==> config.mk <==
export PLATFORM = sky130hd
export DESIGN_NAME = branch_predictor_flat
export DESIGN_NICKNAME = d
export VERILOG_FILES = /design/src/rtl/branch_predictor_if.sv /design/src/rtl/branch_predictor.sv /design/src/flat_wrapper.sv
export SDC_FILE = /design/constraint.sdc
export NUM_CORES = 1
export LEC_CHECK = 0
export BUFFER_PORTS_ARGS = -buffer_cell sky130_fd_sc_hd__buf_2
export CAP_MARGIN = 10
export CORE_ASPECT_RATIO = 2
export CORE_UTILIZATION = 53
export DETAILED_ROUTE_END_ITERATION = 16
export PLACE_DENSITY = 0.81
export SLEW_MARGIN = 25
export SYNTH_ARGS = -nofsm -noshare
export SYNTH_HDL_FRONTEND = slang
export SYNTH_SLANG_ARGS = --single-unit
==> constraint.sdc <==
create_clock -name i_clk -period 2.9 [get_ports i_clk]
set_input_delay 0.145 -clock i_clk [delete_from_list [all_inputs] [get_ports i_clk]]
set_output_delay 0.145 -clock i_clk [all_outputs]
set_load 0.02 [all_outputs]
==> src/rtl/branch_predictor_if.sv <==
// Fetch-lookup and execute-resolution bundle of the branch predictor.
interface branch_predictor_if #(
  parameter int unsigned XLEN  = 32,
  parameter int unsigned CNT_W = 32
);
  logic             i_pred_valid;
  logic [XLEN-1:0]  i_pred_pc;
  logic             o_pred_taken;
  logic             i_res_valid;
  logic             i_res_branch;
  logic [XLEN-1:0]  i_res_pc;
  logic             i_res_taken;
  logic             i_res_pred;
  logic             o_flush;
  logic             o_flush_taken;
  logic [CNT_W-1:0] o_num_branches;
  logic [CNT_W-1:0] o_num_mispred;

  modport master (
    output i_pred_valid, i_pred_pc, i_res_valid, i_res_branch, i_res_pc,
           i_res_taken, i_res_pred,
    input  o_pred_taken, o_flush, o_flush_taken, o_num_branches, o_num_mispred
  );

  modport slave (
    input  i_pred_valid, i_pred_pc, i_res_valid, i_res_branch, i_res_pc,
           i_res_taken, i_res_pred,
    output o_pred_taken, o_flush, o_flush_taken, o_num_branches, o_num_mispred
  );
endinterface

==> src/rtl/branch_predictor.sv <==
// Bimodal 2-bit-counter branch predictor with registered misprediction flush
// and saturating branch / misprediction statistics.
module branch_predictor #(
  parameter int unsigned XLEN        = 32,
  parameter int unsigned BHT_ENTRIES = 64,
  parameter int unsigned CNT_W       = 32
) (
  input  logic               i_clk,
  input  logic               i_rstn,
  branch_predictor_if.slave  bp
);

  localparam int unsigned IDX_W = (BHT_ENTRIES > 1) ? $clog2(BHT_ENTRIES) : 1;
  localparam logic [1:0]  WEAK_NT = 2'b01;

  logic [1:0]       bht [BHT_ENTRIES];
  logic [IDX_W-1:0] pred_idx;
  logic [IDX_W-1:0] res_idx;
  logic             update;
  logic             mispred;
  logic             flush_q;
  logic             flush_taken_q;
  logic [CNT_W-1:0] num_branches_q;
  logic [CNT_W-1:0] num_mispred_q;
  logic             unused_pc_bits;

  // Word-aligned PC bits select the counter; byte offset is ignored.
  assign pred_idx = bp.i_pred_pc[IDX_W+1:2];
  assign res_idx  = bp.i_res_pc[IDX_W+1:2];
  assign unused_pc_bits = ^{bp.i_pred_pc[XLEN-1:IDX_W+2], bp.i_pred_pc[1:0],
                            bp.i_res_pc[XLEN-1:IDX_W+2], bp.i_res_pc[1:0]};

  // Lookup reads the pre-update table value; no write bypass.
  assign bp.o_pred_taken = bp.i_pred_valid & bht[pred_idx][1];

  assign update  = bp.i_res_valid & bp.i_res_branch;
  assign mispred = update & (bp.i_res_taken ^ bp.i_res_pred);

  // Counter table training with saturation at both ends.
  always_ff @(posedge i_clk or negedge i_rstn) begin
    if (!i_rstn) begin
      for (int i = 0; i < int'(BHT_ENTRIES); i++) begin
        bht[i] <= WEAK_NT;
      end
    end else if (update) begin
      if (bp.i_res_taken) begin
        if (bht[res_idx] != 2'b11) bht[res_idx] <= bht[res_idx] + 2'd1;
      end else begin
        if (bht[res_idx] != 2'b00) bht[res_idx] <= bht[res_idx] - 2'd1;
      end
    end
  end

  // One-cycle flush pulse; redirect direction latched only on a mispredict.
  always_ff @(posedge i_clk or negedge i_rstn) begin
    if (!i_rstn) begin
      flush_q       <= 1'b0;
      flush_taken_q <= 1'b0;
    end else begin
      flush_q <= mispred;
      if (mispred) flush_taken_q <= bp.i_res_taken;
    end
  end

  // Statistics stick at all-ones instead of wrapping.
  always_ff @(posedge i_clk or negedge i_rstn) begin
    if (!i_rstn) begin
      num_branches_q <= '0;
      num_mispred_q  <= '0;
    end else begin
      if (update && (num_branches_q != {CNT_W{1'b1}})) begin
        num_branches_q <= num_branches_q + CNT_W'(1);
      end
      if (mispred && (num_mispred_q != {CNT_W{1'b1}})) begin
        num_mispred_q <= num_mispred_q + CNT_W'(1);
      end
    end
  end

  assign bp.o_flush        = flush_q;
  assign bp.o_flush_taken  = flush_taken_q;
  assign bp.o_num_branches = num_branches_q;
  assign bp.o_num_mispred  = num_mispred_q;

endmodule

==> src/flat_wrapper.sv <==
// flat-port wrapper written by rule: the top's interface ports become plain ports
module branch_predictor_flat 
#(
  parameter int unsigned XLEN        = 32,
  parameter int unsigned BHT_ENTRIES = 64,
  parameter int unsigned CNT_W       = 32
)
  (i_clk, i_rstn, bp_i_pred_valid, bp_i_pred_pc, bp_i_res_valid, bp_i_res_branch, bp_i_res_pc, bp_i_res_taken, bp_i_res_pred, bp_o_pred_taken, bp_o_flush, bp_o_flush_taken, bp_o_num_branches, bp_o_num_mispred);
  branch_predictor_if #(.XLEN(XLEN), .CNT_W(CNT_W)) bp_i ();
  input  logic i_clk;
  input  logic i_rstn;
  input wire logic [$bits(bp_i.i_pred_valid)-1:0] bp_i_pred_valid;
  input wire logic [$bits(bp_i.i_pred_pc)-1:0] bp_i_pred_pc;
  input wire logic [$bits(bp_i.i_res_valid)-1:0] bp_i_res_valid;
  input wire logic [$bits(bp_i.i_res_branch)-1:0] bp_i_res_branch;
  input wire logic [$bits(bp_i.i_res_pc)-1:0] bp_i_res_pc;
  input wire logic [$bits(bp_i.i_res_taken)-1:0] bp_i_res_taken;
  input wire logic [$bits(bp_i.i_res_pred)-1:0] bp_i_res_pred;
  output wire logic [$bits(bp_i.o_pred_taken)-1:0] bp_o_pred_taken;
  output wire logic [$bits(bp_i.o_flush)-1:0] bp_o_flush;
  output wire logic [$bits(bp_i.o_flush_taken)-1:0] bp_o_flush_taken;
  output wire logic [$bits(bp_i.o_num_branches)-1:0] bp_o_num_branches;
  output wire logic [$bits(bp_i.o_num_mispred)-1:0] bp_o_num_mispred;
  assign bp_i.i_pred_valid = bp_i_pred_valid;
  assign bp_i.i_pred_pc = bp_i_pred_pc;
  assign bp_i.i_res_valid = bp_i_res_valid;
  assign bp_i.i_res_branch = bp_i_res_branch;
  assign bp_i.i_res_pc = bp_i_res_pc;
  assign bp_i.i_res_taken = bp_i_res_taken;
  assign bp_i.i_res_pred = bp_i_res_pred;
  assign bp_o_pred_taken = bp_i.o_pred_taken;
  assign bp_o_flush = bp_i.o_flush;
  assign bp_o_flush_taken = bp_i.o_flush_taken;
  assign bp_o_num_branches = bp_i.o_num_branches;
  assign bp_o_num_mispred = bp_i.o_num_mispred;
  branch_predictor #(.XLEN(XLEN), .BHT_ENTRIES(BHT_ENTRIES), .CNT_W(CNT_W)) u_core (.i_clk(i_clk), .i_rstn(i_rstn), .bp(bp_i));
endmodule
==> metrics.txt, run 1 <==
design area 0.0127 mm²; CP Launch Type register; syn_area_per_cell 11.9 µm²; initial antenna violation count 0; row cnt 71; cts bufs inserted 17; commonest non-fill, non-tap cell in the layout dfrtp_1; post-DP HPWL 21200 µm; RSZ-0062 raised after global routing true; post-synth top area cell dfrtp_1; Leak 6.34 nW; Chip Height 197 µm; met2 Usage GRT 55.5%; Die X 99.7 µm; kind of critical path register to register; CP endpoint kind register; syn_nets 925; worst slew pin tran 690 ps; Area Growth Syn to Fin 25.7%; worst skew pair latency 460 ps; Clock Path Buffers 2; antenna diode count 0; Period minus WS final 3250 ps; Hold Fails Final Rpt 0; Net Sw Power 2.02 mW; Max H-tree Level 4; largest net degree at the start of global routing 72; GR Util met3 5.77%; Final setup viols 128; DR vias/cell 6.11; worst hold path type primary input to asynchronous set/reset pin; Worst VDD drop 430 µV; I/O Pins 138; Rel. slew slack 53.8%; Yosys Warn Count 0; Seq/Total Area, Yosys 48.8%; crit-path max FO 8; Synth top area share 32.2%; final hold slack 238 ps; Max Transition Viols Final 0; vias in the first global route 8371; nets@finish 1096; synthesized instance count 850; Distinct cells, synth 64; initial core utilization 53.9%; post-place instance area 0.0116 mm²; most frequent cells in the layout dfrtp_1, mux2_2, buf_4; first-pass GRT wire length 45100 µm; period utilization 112%; grt met1 use 30.2%; CTS tree built; pwr dens 543 mW/mm²; Post-Syn Area 0.0101 mm²; Place WS -503 ps; top cells by area, synth dfrtp_1, dfstp_2, mux2_2, mux4_2, nand2_1; EDFF count, synth 0; Comb pwr share 16.5%; asr flop ratio synth 100%; fraction of layout cells with a size suffix above 1 51.8%; Total Wirelength 29100 µm; ANT nets after route 0; GRT Util Overall 31.2%; DRC 0; MaxCap Viol Count 0; Pre-antenna DRT Iters 7; failing checks setup timing; Int Pwr 4.88 mW; Most Used Layer, Global Route met2; Yosys reg bits 194; arrival time worst endpoint 3590 ps; Flop pwr share 47.0%; placeable core area 0.0187 mm²; PortBufs 85; total grt overflow 0; Initial DRC Count 492; filler cell count in the final layout 1328; clock network power share 36.5%; Avg WL per Cell 22.6 µm; worst clock skew 13.3 ps; clk slew on worst S/H paths 80 ps; outcome complete, but fails checks; Reg2Reg Depth 12; total power 6.90 mW; Root Driver clkbuf_16; Vias 7875; post-layout worst setup margin -347 ps; die area 0.0197 mm²; commonest register cell after synthesis dfrtp_1; Sw Ratio 29.3%; CTS Sinks 194; GPL Wtd Cong 0.975; Fmax 0.308 GHz; CP Data Required Time 3250 ps
[repair_timing]
item | 4_1_cts | 5_1_grt
gates resized for setup | 68 | 57
setup endpoints to repair | 128 | 128
buffers inserted | 3 | 4
hold buffers | 2 | 0
endpoints found under the hold margin | 44 | 0
pin swaps | 5 | 4
[final timing paths]
path	startpoint	end	slack, ps
max	u_core.bht[107]	u_core.bht[117]	-350
min	i_rstn	u_core.bp.o_num_branches[2]	240
max reg2reg	u_core.bht[107]	u_core.bht[117]	-350
min reg2reg	u_core.bp.o_num_branches[10]	u_core.bp.o_num_branches[10]	490
max in group asynchronous	i_rstn	asynchronous set/reset pin	1840
min in group i_clk	bp_i_res_branch	u_core.bp.o_num_branches[28]	270
[layer usage]
layer	wire, µm	share of wire (%)	up-vias
li1	-	-	3420
met1	9690	33	3909
met2	15500	53	394
met3	1420	4.9	152
met4	2540	8.7	0
met5	0	0	-
[worst max-delay path, cell delays in order, from the launching register on]
cell and delay [ps]:
dfrtp_1 440, mux4_2 480, mux4_2 480, nand2_2 90, o21ai_2 60, nand4b_1 170
ha_2 190, mux2i_2 200, nand3_4 140, nor4_4 290, buf_6 220, nand2_4 70
mux2_4 300
[cells in the mapped netlist (4+ instances only)]
cell       count
inv_1          8
xor2_1        24
nand2b_1       6
and4_1        10
ha_1           4
buf_1          5
nand4_1       19
mux4_1         4
and2_1         9
xnor2_1       38
nor4_1         6
dfstp_2       64
a221oi_1       4
dfrtp_1      130
buf_2         18
nor2b_1        5
clkbuf_1      10
o21ai_0       10
or3_1          4
nand2_1      116
a21oi_1        9
nor2_1        36
and3_1        12
o2bb2ai_1      4
mux2_2       137
a22oi_1        7
buf_6          6
a211oi_1       5
nor3_1        15
mux2i_1       21
a31oi_1        5
nand3_1       30
mux4_2        24
[final cells by class]
cell class,count,area (µm²),area share (%)
multi-input cells,606,5370,42.3
flip-flops and latches,194,4930,38.8
repair buffers,193,1420,11.2
clock buffers,18,439,3.46
well taps,255,319,2.51
clock inverters,14,185,1.46
inverters,9,33.8,0.266
[power by group through the flow]
| stage | clock, mW | sequential [mW] | combinational [mW] |
|---|---|---|---|
| after global placement | 0 | 3.27 | 1.05 |
| final | 2.52 | 3.24 | 1.14 |
| after floorplan | 0 | 3.29 | 0.562 |
| after global routing | 2.66 | 3.26 | 1.21 |
| after CTS | 2.55 | 3.23 | 1.11 |
| after detailed placement | 0 | 3.28 | 1.08 |
[stage by stage]
stage          cells  utilization (%)  setup TNS [ps]
6_report        1289             67.8          -33090
5_1_grt         1289             67.8          -43200
4_1_cts         1285             66.4          -29800
3_5_place_dp    1248             61.6          -45120
3_3_place_gp    1248             61.6          -42210
2_1_floorplan    850                -           -6030
[logic make-up (layout without fill, tap and decap cells)]
logic type      count (synthesis)  after routing  synth area share [%]
xor+xnor                       62             62                  5.37
buf+inv                        50            234                  2.67
simple gates                  290            290                  14.5
mux                           186            186                  23.7
compound gates                 64             64                  4.42
fa+ha+maj                       4              4                 0.495
flops                         194            194                  48.8
No activity file was read; power rests on OpenSTA's default activity.
==> run 2, diff against run 1 <==
ABC_AREA = 1   (was default)
SETUP_SLACK_MARGIN = 0.1   (was default)
==> run 2 against run 1 <==
- the flow now finishes without violations
- routed wire length increased by 18%
- maximum frequency increased by 19%
- count of clock-buffer cells in the layout increased by 6
==> metrics.txt, run 2 <==
Die X 105 µm (+5.5%); Avg WL per Cell 17.3 µm (-24%); syn_nets 1704 (+84%); asr flop ratio synth 100% (unchanged); placeable core area 0.0209 mm² (+12%); RSZ-0062 raised after global routing true; Initial DRC Count 683 (+39%); initial core utilization 53.9% (about the same); crit-path max FO 8 (unchanged); nets@finish 1785 (+63%); Rel. slew slack 40.3% (-13 points); vias in the first global route 11200 (+34%); Fmax 0.366 GHz (+19%); kind of critical path register to register; pwr dens 528 mW/mm² (-2.7%); Total Wirelength 34400 µm (+18%); R2R Path Start u_core.bht[127]; Period minus WS final 2730 ps (-516 ps); RR Endpoint u_core.bht[19]; clk slew on worst S/H paths 70 ps (about the same); fraction of layout cells with a size suffix above 1 17.4% (-34 points); Seq/Total Area, Yosys 43.8% (-5.0 points); commonest non-fill, non-tap cell in the layout nand2_1; Hold Startpoint bp_i_res_taken; cts bufs inserted 17 (unchanged); Pre-antenna DRT Iters 5 (-2); Hold Fails Final Rpt 0 (unchanged); Final setup viols 0 (-100%); CTS Sinks 194 (unchanged); Synth top area share 28.9% (-3.3 points); post-DP HPWL 23400 µm (+11%); commonest register cell after synthesis dfrtp_1; CTS tree built; count leader, synth nand2_1; worst skew pair latency 450 ps (about the same); outcome finished, final reports clean; DRC 0 (unchanged); Worst VDD drop 407 µV (-5.4%); DR vias/cell 5.67 (-7.2%); die area 0.0219 mm² (+11%); Root Driver clkbuf_16; Max H-tree Level 4 (unchanged); Max Transition Viols Final 0 (unchanged); filler cell count in the final layout 1842 (+39%); Post-synth top cells nand2_1, nor2_1, inv_1, nand3_1, dfrtp_1; largest net degree at the start of global routing 70 (-2.8%); Area Growth Syn to Fin 15.4%; Register Area 0.00493 mm² (unchanged); Vias 11300 (+43%); worst clock skew 9.08 ps (-4.22 ps); most frequent cells in the layout nand2_1, nand3_1, inv_1; top cells by area, synth dfrtp_1, nand2_1, dfstp_2, nand3_1, nor2_1; Post-Syn Area 0.0113 mm² (+12%); CP Data Required Time 3230 ps (-20 ps); worst hold path type primary input to register; worst slew pin tran 894 ps (+204 ps); syn_area_per_cell 6.92 µm² (-42%); synthesized instance count 1629 (+92%); CP endpoint kind register; PortBufs 85 (unchanged); GPL Wtd Cong 0.948 (-2.8%); Yosys reg bits 194 (unchanged); Leak 6.14 nW (-3.1%); total grt overflow 0 (unchanged); initial antenna violation count 0 (unchanged); arrival time worst endpoint 3060 ps (-530 ps); post-layout worst setup margin 170 ps (+516 ps); EDFF count, synth 0 (unchanged); first-pass GRT wire length 54600 µm (+21%); Clock Path Buffers 2 (unchanged); antenna diode count 0 (unchanged); Chip Height 208 µm (+5.6%); Hold Path Depth 2; Reg2Reg Depth 16 (+4); CP Launch Type register; row cnt 75 (+5.6%); Yosys Warn Count 0 (unchanged); MaxCap Viol Count 0 (unchanged); post-synth top area cell dfrtp_1; final core occ 62.2% (-5.6 points); GRT Util Overall 32.2% (+1.0 points); I/O Pins 138 (unchanged); Place WS -67.3 ps (+436 ps); Worst Hold End u_core.bp.o_flush; ANT nets after route 0 (unchanged); period utilization 94.2% (-18 points); flop-to-flop setup slack 170 ps (+520 ps); final hold slack 94.9 ps (-143 ps); Distinct cells, synth 34 (-47%); multi-input combinational cell area 0.00580 mm² (+8.0%)
run 2: cell count changes in the layout (fill, tap and decap cells not counted), moves of 20 or more:
cell	previous run	this run
buf_4	89	25
inv_1	8	132
mux2_2	125	1
mux2i_1	20	0
mux4_2	27	0
nand2_1	54	642
nand2_4	35	7
nand3_1	29	137
nor2_1	31	112
nor2_2	3	43
nor3_1	12	39
o21ai_0	10	70
o21ai_1	2	36
xnor2_1	37	11
run 2: what timing repair did:
| item | 4_1_cts | 5_1_grt |
|---|---|---|
| gates cloned | 0 | 0 |
| hold buffers | 2 | 0 |
| pin swaps | 0 | 9 |
| setup buffers | 0 | 0 |
| endpoints found under the hold margin | 30 | 0 |
| resized for setup | 3 | 101 |
| endpoints found under the setup margin | 18 | 128 |
run 2: routing by layer:
metal / global-route usage, % / up-vias / share of wire (%)
met1: 32.4 / 5294 / 35
met3: 5.61 / 186 / 6.7
met2: 56.5 / 537 / 51
met5: 0 / - / 0
li1: - / 5280 / -
met4: 28.3 / 0 / 8.2
run 2: worst max path at each step:
stage                       to       startpoint  cells past startpoint  slack, ps
6_report        u_core.bht[19]  u_core.bht[127]                     16        170
5_1_grt         u_core.bht[19]         register                     19        -20
4_1_cts         u_core.bht[97]         register                     19         70
3_5_place_dp    u_core.bht[23]   bp_i_res_pc[2]                     19        -70
3_3_place_gp    u_core.bht[19]   bp_i_res_pc[2]                     22         50
2_1_floorplan  u_core.bht[125]   bp_i_res_pc[2]                     22        320
run 2: cells by family (layout without fill, tap and decap cells):
family / after synthesis / in the layout / synth area share [%]
flip-flops: 194 / 194 / 43.8
AO/OA/AOI/OAI: 143 / 143 / 6.64
AND/OR/NAND/NOR: 1034 / 1034 / 37.2
multiplexers: 1 / 1 / 0.0999
adder cells (fa/ha/maj): 4 / 4 / 0.444
XOR/XNOR: 55 / 55 / 4.27
buffers and inverters: 198 / 292 / 7.62
run 2: area by class of cell:
cell class / count / area share (%)
well taps: 269 / 2.59
clock inverters: 8 / 0.971
clock buffers: 24 / 3.70
multi-input cells: 1237 / 44.6
flip-flops and latches: 194 / 37.9
repair buffers: 121 / 6.25
inverters: 139 / 4.01
run 2: report_power, final:
part	switching, mW	internal (mW)	total (mW)	leakage [nW]
Clock	1.05	1.43	2.47	0.287
Combinational	0.808	0.378	1.19	3.44
Sequential	0.215	3.00	3.22	2.42
Total	2.07	4.81	6.88	6.14
run 2: worst max-delay path: stages (launching register included):
cell,delay (ps)
dfrtp_1,420
nand2_1,80
a21oi_1,60
o21ai_0,340
nand2_1,110
nand2_1,80
nand2_1,40
nor2_1,120
nand2_1,90
ha_1,210
a211oi_2,220
buf_6,250
nand2_4,150
nor2_2,190
inv_1,100
nand2_1,60
o21ai_0,70
run 2: through the flow:
step | setup TNS, ps | area [µm²] | power [mW] | cells
after CTS | 0 | 12700 | 6.87 | 1992
final | 0 | 13000 | 6.88 | 1992
after global placement | 0 | 12100 | 4.36 | 1958
after global routing | -17.6 | 13000 | 7.13 | 1992
after floorplan | 0 | 11300 | 3.92 | 1629
after detailed placement | -432 | 12100 | 4.40 | 1958
